===== src/rtl/pipe_haz_ctrl_pkg.sv =====
// Shared pipeline definitions: FSM state encodings and hazard-control defaults
// used by every pipe_* block.
package pipe_haz_ctrl_pkg;

    typedef enum logic [2:0] {
        ST_RUN     = 3'd0,
        ST_LDUSE   = 3'd1,
        ST_MEMWAIT = 3'd2,
        ST_HALT    = 3'd4
    } pipe_state_e;

    localparam int unsigned LU_CYCLES_DEF = 2;
    localparam int unsigned LU_CNT_W      = 3;
    localparam int unsigned REG_W         = 3;

endpackage


===== src/rtl/pipe_haz_ctrl_haz_detect.sv =====
// Load-use detector: the instruction in IF/ID reads a register that the load
// currently in ID/EX has not yet produced. r0 is deliberately not exempted.
module haz_detect
    import pipe_haz_ctrl_pkg::*;
(
    input  logic             idex_mem_read_i,
    input  logic [REG_W-1:0] idex_rd_i,
    input  logic [REG_W-1:0] ifid_rs_i,
    input  logic [REG_W-1:0] ifid_rt_i,
    input  logic             ifid_rs_used_i,
    input  logic             ifid_rt_used_i,
    output logic             load_use_o
);

    logic rs_hit;
    logic rt_hit;

    assign rs_hit     = ifid_rs_used_i && (ifid_rs_i == idex_rd_i);
    assign rt_hit     = ifid_rt_used_i && (ifid_rt_i == idex_rd_i);
    assign load_use_o = idex_mem_read_i && (rs_hit || rt_hit);

endmodule


===== src/rtl/pipe_haz_ctrl.sv =====
// Pipeline hazard controller: load-use stalls, memory-wait freeze, EX redirect
// flush and terminal halt, with a saturating stalled-cycle counter.
module pipe_haz_ctrl
    import pipe_haz_ctrl_pkg::*;
#(
    parameter int unsigned LU_CYCLES = LU_CYCLES_DEF,
    parameter int unsigned CNT_W     = 16
) (
    input  logic             clk,
    input  logic             rst,
    input  logic             idex_mem_read,
    input  logic [2:0]       idex_rd,
    input  logic [2:0]       ifid_rs,
    input  logic [2:0]       ifid_rt,
    input  logic             ifid_rs_used,
    input  logic             ifid_rt_used,
    input  logic             ex_redirect,
    input  logic             mem_stall,
    input  logic             excp,
    output logic             pc_we,
    output logic             ifid_we,
    output logic             idex_we,
    output logic             exmem_we,
    output logic             memwb_we,
    output logic             ifid_flush,
    output logic             idex_flush,
    output logic [2:0]       state,
    output logic [CNT_W-1:0] stall_cnt
);

    pipe_state_e         state_q, state_d;
    logic [LU_CNT_W-1:0] lu_cnt_q, lu_cnt_d;
    logic [CNT_W-1:0]    stall_cnt_q, stall_cnt_d;
    logic                load_use;
    logic                in_halt;

    haz_detect u_haz_detect (
        .idex_mem_read_i (idex_mem_read),
        .idex_rd_i       (idex_rd),
        .ifid_rs_i       (ifid_rs),
        .ifid_rt_i       (ifid_rt),
        .ifid_rs_used_i  (ifid_rs_used),
        .ifid_rt_used_i  (ifid_rt_used),
        .load_use_o      (load_use)
    );

    assign in_halt = !(state_q inside {ST_RUN, ST_LDUSE, ST_MEMWAIT});

    always_comb begin
        pc_we      = 1'b1;
        ifid_we    = 1'b1;
        idex_we    = 1'b1;
        exmem_we   = 1'b1;
        memwb_we   = 1'b1;
        ifid_flush = 1'b0;
        idex_flush = 1'b0;
        state_d    = state_q;
        lu_cnt_d   = lu_cnt_q;

        case (state_q)
            ST_RUN, ST_LDUSE: begin
                if (excp) begin
                    {pc_we, ifid_we, idex_we, exmem_we, memwb_we} = '0;
                    state_d = ST_HALT;
                end else if (mem_stall) begin
                    {pc_we, ifid_we, idex_we, exmem_we, memwb_we} = '0;
                    state_d = ST_MEMWAIT;
                end else if (ex_redirect) begin
                    ifid_flush = 1'b1;
                    idex_flush = 1'b1;
                    lu_cnt_d   = '0;
                    state_d    = ST_RUN;
                end else if (state_q == ST_LDUSE && lu_cnt_q != '0) begin
                    pc_we      = 1'b0;
                    ifid_we    = 1'b0;
                    idex_flush = 1'b1;
                    lu_cnt_d   = lu_cnt_q - 1'b1;
                    state_d    = (lu_cnt_q == 1) ? ST_RUN : ST_LDUSE;
                end else if (load_use) begin
                    pc_we      = 1'b0;
                    ifid_we    = 1'b0;
                    idex_flush = 1'b1;
                    lu_cnt_d   = LU_CNT_W'(LU_CYCLES - 1);
                    state_d    = (LU_CYCLES > 1) ? ST_LDUSE : ST_RUN;
                end else begin
                    state_d = ST_RUN;
                end
            end
            // Exceptions raised while memory is busy wait for the access to finish.
            ST_MEMWAIT: begin
                if (mem_stall) begin
                    {pc_we, ifid_we, idex_we, exmem_we, memwb_we} = '0;
                end else if (excp) begin
                    {pc_we, ifid_we, idex_we, exmem_we, memwb_we} = '0;
                    state_d = ST_HALT;
                end else begin
                    state_d = (lu_cnt_q != '0) ? ST_LDUSE : ST_RUN;
                end
            end
            default: begin
                {pc_we, ifid_we, idex_we, exmem_we, memwb_we} = '0;
                state_d = ST_HALT;
            end
        endcase
    end

    always_comb begin
        stall_cnt_d = stall_cnt_q;
        if (!pc_we && !in_halt && stall_cnt_q != '1) begin
            stall_cnt_d = stall_cnt_q + 1'b1;
        end
    end

    always_ff @(posedge clk or negedge rst) begin
        if (!rst) begin
            state_q     <= ST_RUN;
            lu_cnt_q    <= '0;
            stall_cnt_q <= '0;
        end else begin
            state_q     <= state_d;
            lu_cnt_q    <= lu_cnt_d;
            stall_cnt_q <= stall_cnt_d;
        end
    end

    assign state     = state_q;
    assign stall_cnt = stall_cnt_q;

endmodule


===== config.mk =====
export PLATFORM = sky130hd
export DESIGN_NAME = pipe_haz_ctrl
export DESIGN_NICKNAME = d
export VERILOG_FILES = /design/src/rtl/pipe_haz_ctrl_pkg.sv /design/src/rtl/pipe_haz_ctrl_haz_detect.sv /design/src/rtl/pipe_haz_ctrl.sv
export SDC_FILE = /design/constraint.sdc
export NUM_CORES = 1
export LEC_CHECK = 0
export BUFFER_PORTS_ARGS = -buffer_cell sky130_fd_sc_hd__buf_2
export CAP_MARGIN = 10
export CORE_AREA = 2 2 68 44
export CTS_CLUSTER_DIAMETER = 200
export CTS_CLUSTER_SIZE = 10
export DETAILED_ROUTE_END_ITERATION = 10
export DIE_AREA = 0 0 70 46
export GPL_ROUTABILITY_DRIVEN = 0
export PLACE_DENSITY = 0.91
export SYNTH_ARGS = -nofsm -noshare
export SYNTH_HDL_FRONTEND = slang
export SYNTH_HIERARCHICAL = 1
export SYNTH_SLANG_ARGS = --single-unit

===== constraint.sdc =====
create_clock -name clk -period 5 [get_ports clk]
set_input_delay 0.25 -clock clk [delete_from_list [all_inputs] [get_ports clk]]
set_output_delay 0.25 -clock clk [all_outputs]
set_load 0.01 [all_outputs]

# Word-level counts from Yosys, hierarchy flattened
# Cells that the tools add are included.
dict set report word_totals {
  reg_bits 22
  elab_cells 62
}
dict set report op_classes {
  add_sub_neg 2
  eq_ne 7
  muxes 34
  n_bitwise 2
  n_reduce_logical 14
}
# cell n
set ops {}
lappend ops {{1-bit 2-to-1 mux} 24}
lappend ops {{3-bit 2-to-1 mux} 6}
lappend ops {{16-bit by 1-bit adder with 16-bit output (second input constant)} 1}
lappend ops {{16-bit != test (second input constant)} 1}
lappend ops {{3-bit nonzero test} 3}
lappend ops {{3-bit by 1-bit == test with 1-bit output (second input constant)} 2}
lappend ops {{3-bit == test} 2}
lappend ops {{1-bit logical AND} 6}
lappend ops {{3-bit case mux with 2 select lines} 1}
lappend ops {{1-bit case mux with 2 select lines} 2}
lappend ops {{4-bit AND reduction} 1}
lappend ops {{3-bit by 2-bit == test with 1-bit output (second input constant)} 1}
lappend ops {{3-bit zero test} 1}
lappend ops {{3-bit by 1-bit subtractor with 3-bit output (second input constant)} 1}
lappend ops {{2-bit 2-to-1 mux} 1}
lappend ops {{2-bit != test (second input constant)} 1}
lappend ops {{1-bit inverter} 2}
lappend ops {{2-bit OR reduction} 1}
lappend ops {{1-bit zero test} 1}
lappend ops {{1-bit logical OR} 1}

# Logic depth before layout (Yosys ltp)
dict set report depth {
  word_depth 13
  ltp_mapped 9
}

# Cells and area by module
# Netlist, hierarchy kept.
# mod n_inst cells_each area_per_inst_um2 seq_area_each_um2
set modules_own_cells {}
lappend modules_own_cells {pipe_haz_ctrl 1 120 1255.0 550.5}
lappend modules_own_cells {haz_detect 1 9 72.6 0.0}

# Worst setup path before layout
# No wires, ideal clock.
dict set report synth_path {
  path_kind {reg2reg}
  from {reg state_q[0] (netlist: state[0])}
  to {reg stall_cnt_q[6] (netlist: stall_cnt[6])}
  setup_ns 0.127
  arrival_ns 1.839
  required_time_ns 4.873
  path_slack_ns 3.034
  stages_incl_launch_ff 6
  path_buffers 0
  period_less_slack_ns 1.966
  cell_sequence {dfrtp_1 -> a2111oi_2 -> o31a_4 -> nor3b_4 -> and4_1 -> xor2_1}
}
dict set report synth_via {
  elab_chain_cells 10
  word_cells_on_any_way 14
  classes_between {eq/ne (2); mux (5); reduce/logical (7)}
}
# item line_no
set synth_lines {}
lappend synth_lines {{from (decl)} pipe_haz_ctrl.sv:31} ;# pipe_state_e state_q, state_d;
lappend synth_lines {{from (signal assigned)} pipe_haz_ctrl.sv:120} ;# state_q <= state_d;
lappend synth_lines {{3-bit by 1-bit == test with 1-bit output} -}
lappend synth_lines {{1-bit logical AND} pipe_haz_ctrl.sv:73} ;# end else if (state_q == ST_LDUSE && lu_cnt_q != '0) begin
lappend synth_lines {{1-bit 2-to-1 mux (4 in series)} -}
lappend synth_lines {{1-bit case mux with 2 select lines (*)} -}
lappend synth_lines {{net ifid_we} pipe_haz_ctrl.sv:21} ;# output logic ifid_we,
lappend synth_lines {{1-bit zero test (*)} pipe_haz_ctrl.sv:109} ;# if (!pc_we && !in_halt && stall_cnt_q != '1) begin
lappend synth_lines {{1-bit logical AND (*) (2 in series)} pipe_haz_ctrl.sv:109}
lappend synth_lines {{to (signal assigned)} pipe_haz_ctrl.sv:122} ;# stall_cnt_q <= stall_cnt_d;
lappend synth_lines {{to (decl)} pipe_haz_ctrl.sv:33} ;# logic [CNT_W-1:0] stall_cnt_q, stall_cnt_d;
# Mark *: on every way through the listed nets, which the timed path passes. The rest lies on a longest branch.
# A chain may end at the register's enable or synchronous reset.

# Worst setup path in the final report
dict set report layout_path {
  from {in idex_rd[1]}
  to {reg stall_cnt_q[1] (netlist: stall_cnt[1])}
}
dict set report layout_via {
  elab_chain_cells 13
  word_cells_on_any_way 15
  classes_between {eq/ne (2); mux (6); reduce/logical (7)}
}
# item line_no
set layout_lines {}
lappend layout_lines {{from (decl)} pipe_haz_ctrl.sv:12} ;# input logic [2:0] idex_rd,
lappend layout_lines {{3-bit == test (on tied branches)} {pipe_haz_ctrl_haz_detect.sv:18, pipe_haz_ctrl_haz_detect.sv:19}}
lappend layout_lines {{1-bit logical AND (on tied branches)} {pipe_haz_ctrl_haz_detect.sv:18, pipe_haz_ctrl_haz_detect.sv:19}}
lappend layout_lines {{1-bit logical OR (*)} pipe_haz_ctrl_haz_detect.sv:20} ;# assign load_use_o = idex_mem_read_i && (rs_hit || rt_hit);
lappend layout_lines {{1-bit logical AND (*)} pipe_haz_ctrl_haz_detect.sv:20}
lappend layout_lines {{net load_use} pipe_haz_ctrl.sv:34} ;# logic load_use;
lappend layout_lines {{1-bit 2-to-1 mux (*)} pipe_haz_ctrl.sv:79} ;# end else if (load_use) begin
lappend layout_lines {{1-bit 2-to-1 mux (*)} pipe_haz_ctrl.sv:73}
lappend layout_lines {{1-bit 2-to-1 mux (*)} pipe_haz_ctrl.sv:68} ;# end else if (ex_redirect) begin
lappend layout_lines {{1-bit 2-to-1 mux (*)} pipe_haz_ctrl.sv:65} ;# end else if (mem_stall) begin
lappend layout_lines {{1-bit 2-to-1 mux (*)} pipe_haz_ctrl.sv:62} ;# if (excp) begin
lappend layout_lines {{1-bit case mux with 2 select lines (*)} pipe_haz_ctrl.sv:60} ;# case (state_q)
lappend layout_lines {{1-bit zero test (*)} pipe_haz_ctrl.sv:109}
lappend layout_lines {{1-bit logical AND (*) (2 in series)} pipe_haz_ctrl.sv:109}
# Marks and branches as above.

==> reports/qor.yml <==
route:
  route.detailed.drc: 0
  ant_nets: 0
  routed_wl_mm: 3.24
  first_pass_iters: 4
  routedWlPerCell_um: 16.0
  route.vias.total: 1169
  avgViaCountPerCell: 5.79
  drt_iter0_markers: 69
sta:
  whs_ps: 258
  timing.setup.tns_ps: 0
  fin_crit_sh_pct: 45.3
  slew_violations: 0
  worst_slack_ps: 2740
  relSlewSlack_pct: 63.5
  hold_viol_final: 0
  setup_viol: 0
  rsz0062_at_grt: "false"
  finalClockSkew_ps: 12.6
  layout_min_cycle_time_ps: 2260
  fmax_ghz: 0.442
  tightest_slew_ps: 547
floorplan:
  core_um2: 2670
  start_util_pct: 49.8
  rows: 15
  die-area_um2: 3220
  ios: 43
  die_h_um: 46
  die_w_um: 70
power:
  powerDensity_nw_per_um2: 231
  power.leakage_uw: 0.000788
  irDropWorstVdd_v: 0.000172
worst_setup_path:
  cp-start-kind: "primary input"
  worst_setup_path_end_kind: "flop"
  ff2ff_setup_slack_ps: 2800
  timing.setup.critical_path_class: "primary input to flop"
  ff2ff_path_depth: 6
  rr_startpoint: "lu_cnt_q[0]"
  critical_path_arrival_ps: 2410
  crit_start: "idex_rd[1]"
  crit_end: "stall_cnt[1]"
  reg2reg_to: "stall_cnt[1]"
  worst_ep_required_time_ps: 5150
  path_max_fanout: 13
cts:
  clk_latency_ps: 270
  cts_tree: "yes"
  clock_path_buffers: 2
  path_clk_slew_ps: 90
  htree_levels: 1
  cts_made_buffers: 3
  root_buffer: "clkbuf_8"
  cts.sinks: 22
synthesis:
  synthesis.nets: 150
  synthArstFlopShare_pct: 100
  syn_avg_cell_area_um2: 10.3
  synth_most_common_cell: "dfrtp_1"
  yosys_warnings: 6
  synthCells: 129
  synth_commonest_cells: "dfrtp_1, xnor2_1, nor2_1, and4_1, nand4_1"
  ys_seq_area_share_pct: 41.5
  yosysTopAreaCell: "dfrtp_1"
  synthTopCellsByArea: "dfrtp_1, xnor2_1, and4_1, ha_1, nand4_1"
  synth-seq-cells: 22
  synth_area_um2: 1330
  synth_cell_type_count: 37
  synth_edf_count: 0
  synth_ff_type: "dfrtp_1"
  yosysTopAreaCellShare_pct: 41.5
final_layout:
  drive_gt1_share_pct: 30.4
  fin_util_pct: 60.2
  n_antenna_cell: 0
  area_delta_synth_final_pct: 20.8
  layout.nets: 190
job:
  cap_violations: 0
status:
  outcome: "finished clean"
place:
  dp_slack_ps: 2530
  hpwl_mm: 2.40
  io_buffers: 42
global_routing:
  grt_usage_pct: 21.2
  grt_overflow: 0
  grt_pass1_vias: 1060
  grt_max_degree: 23
  grt_pass1_wl_mm: 5.05
  antenna_found_initial: 0
worst_hold_path:
  hold_path_class: "primary input to flop"
==> worst min-delay path by stage <==
stage,start,end,slack (ps),cells after the start
2_1_floorplan,rst,lu_cnt_q[0],-50,0
3_3_place_gp,rst,stall_cnt[12],230,1
3_5_place_dp,rst,stall_cnt[15],240,1
4_1_cts,ex_redirect,lu_cnt_q[2],240,2
5_1_grt,mem_stall,state[1],250,3
6_report,mem_stall,state[1],260,3
==> metal layers <==
metal / global-route usage, % / vias up / part of all wire [%]
met5: 0 / - / 0
met4: 6.15 / 0 / 1.4
met3: 6.19 / 8 / 4.8
met2: 38.3 / 40 / 51
met1: 25.3 / 579 / 43
li1: - / 542 / -
==> cell type report <==
| class | instances | area (um^2) |
|---|---|---|
| repair buffers | 43 | 220 |
| fillers | 216 | 1060 |
| clock inverters | 1 | 30.0 |
| clock buffers | 3 | 41.3 |
| well taps | 34 | 42.5 |
| inverters | 5 | 18.8 |
| multi-input cells | 94 | 701 |
| flip-flops and latches | 22 | 551 |
==> flip-flops by register name (all words and copies together) (netlist names) <==
register / flops
state: 3
lu_cnt_q: 3
stall_cnt: 16
==> cell usage in the layout, fill, tap and decap left out, drive strengths merged, types with 2 or more instances in the layout <==
cell type  Yosys  layout
nor2           8       8
dfrtp         22      22
a31oi          3       3
and4           7       7
ha             4       4
nand3          6       6
nand2          5       5
and2           2       2
o21ai          4       4
nor3b          3       3
nand4          7       7
clkbuf         2       3
buf            6      42
o21a           2       2
xor2           4       4
xnor2         15      15
a21oi          5       5
inv            5       5
and3           5       5
==> timing repair <==
item | in CTS | in global routing
hold buffers | 1 | 0
resized for setup | 0 | 0
buffers inserted | 0 | 0
hold endpoints to repair | 22 | 0
==> cell families after synthesis <==
group	count (synthesis)	share of synthesized area, %
simple gates	48	23.4
flops	22	41.5
compound gates	21	11.5
xor+xnor	19	12.5
buf+inv	13	5.75
fa+ha+maj	4	3.77
mux	2	1.60
==> report_power, final <==
part | switching [uW] | leakage, uW | internal, uW
combinational | 13.8 | 0.000457 | 10.9
sequential | 1.45 | 0.000295 | 179
clock | 59.0 | 0.0000357 | 107
total | 74.2 | 0.000788 | 297
==> critical path, cell delays in order <==
cell,delay [ps]
buf_2,130
xnor2_1,210
nand4_1,120
a21boi_1,330
nor3b_1,120
o31a_4,400
nor3b_4,460
mux2_2,390
==> per-stage QoR <==
stage / cells / power [uW] / area (um^2)
floorplan: 129 / 192 / 1330
global placement: 197 / 205 / 1520
detailed placement: 197 / 207 / 1520
CTS: 202 / 375 / 1600
global route: 202 / 386 / 1600
finish: 202 / 371 / 1600
No activity file was read; power rests on OpenSTA's default activity.
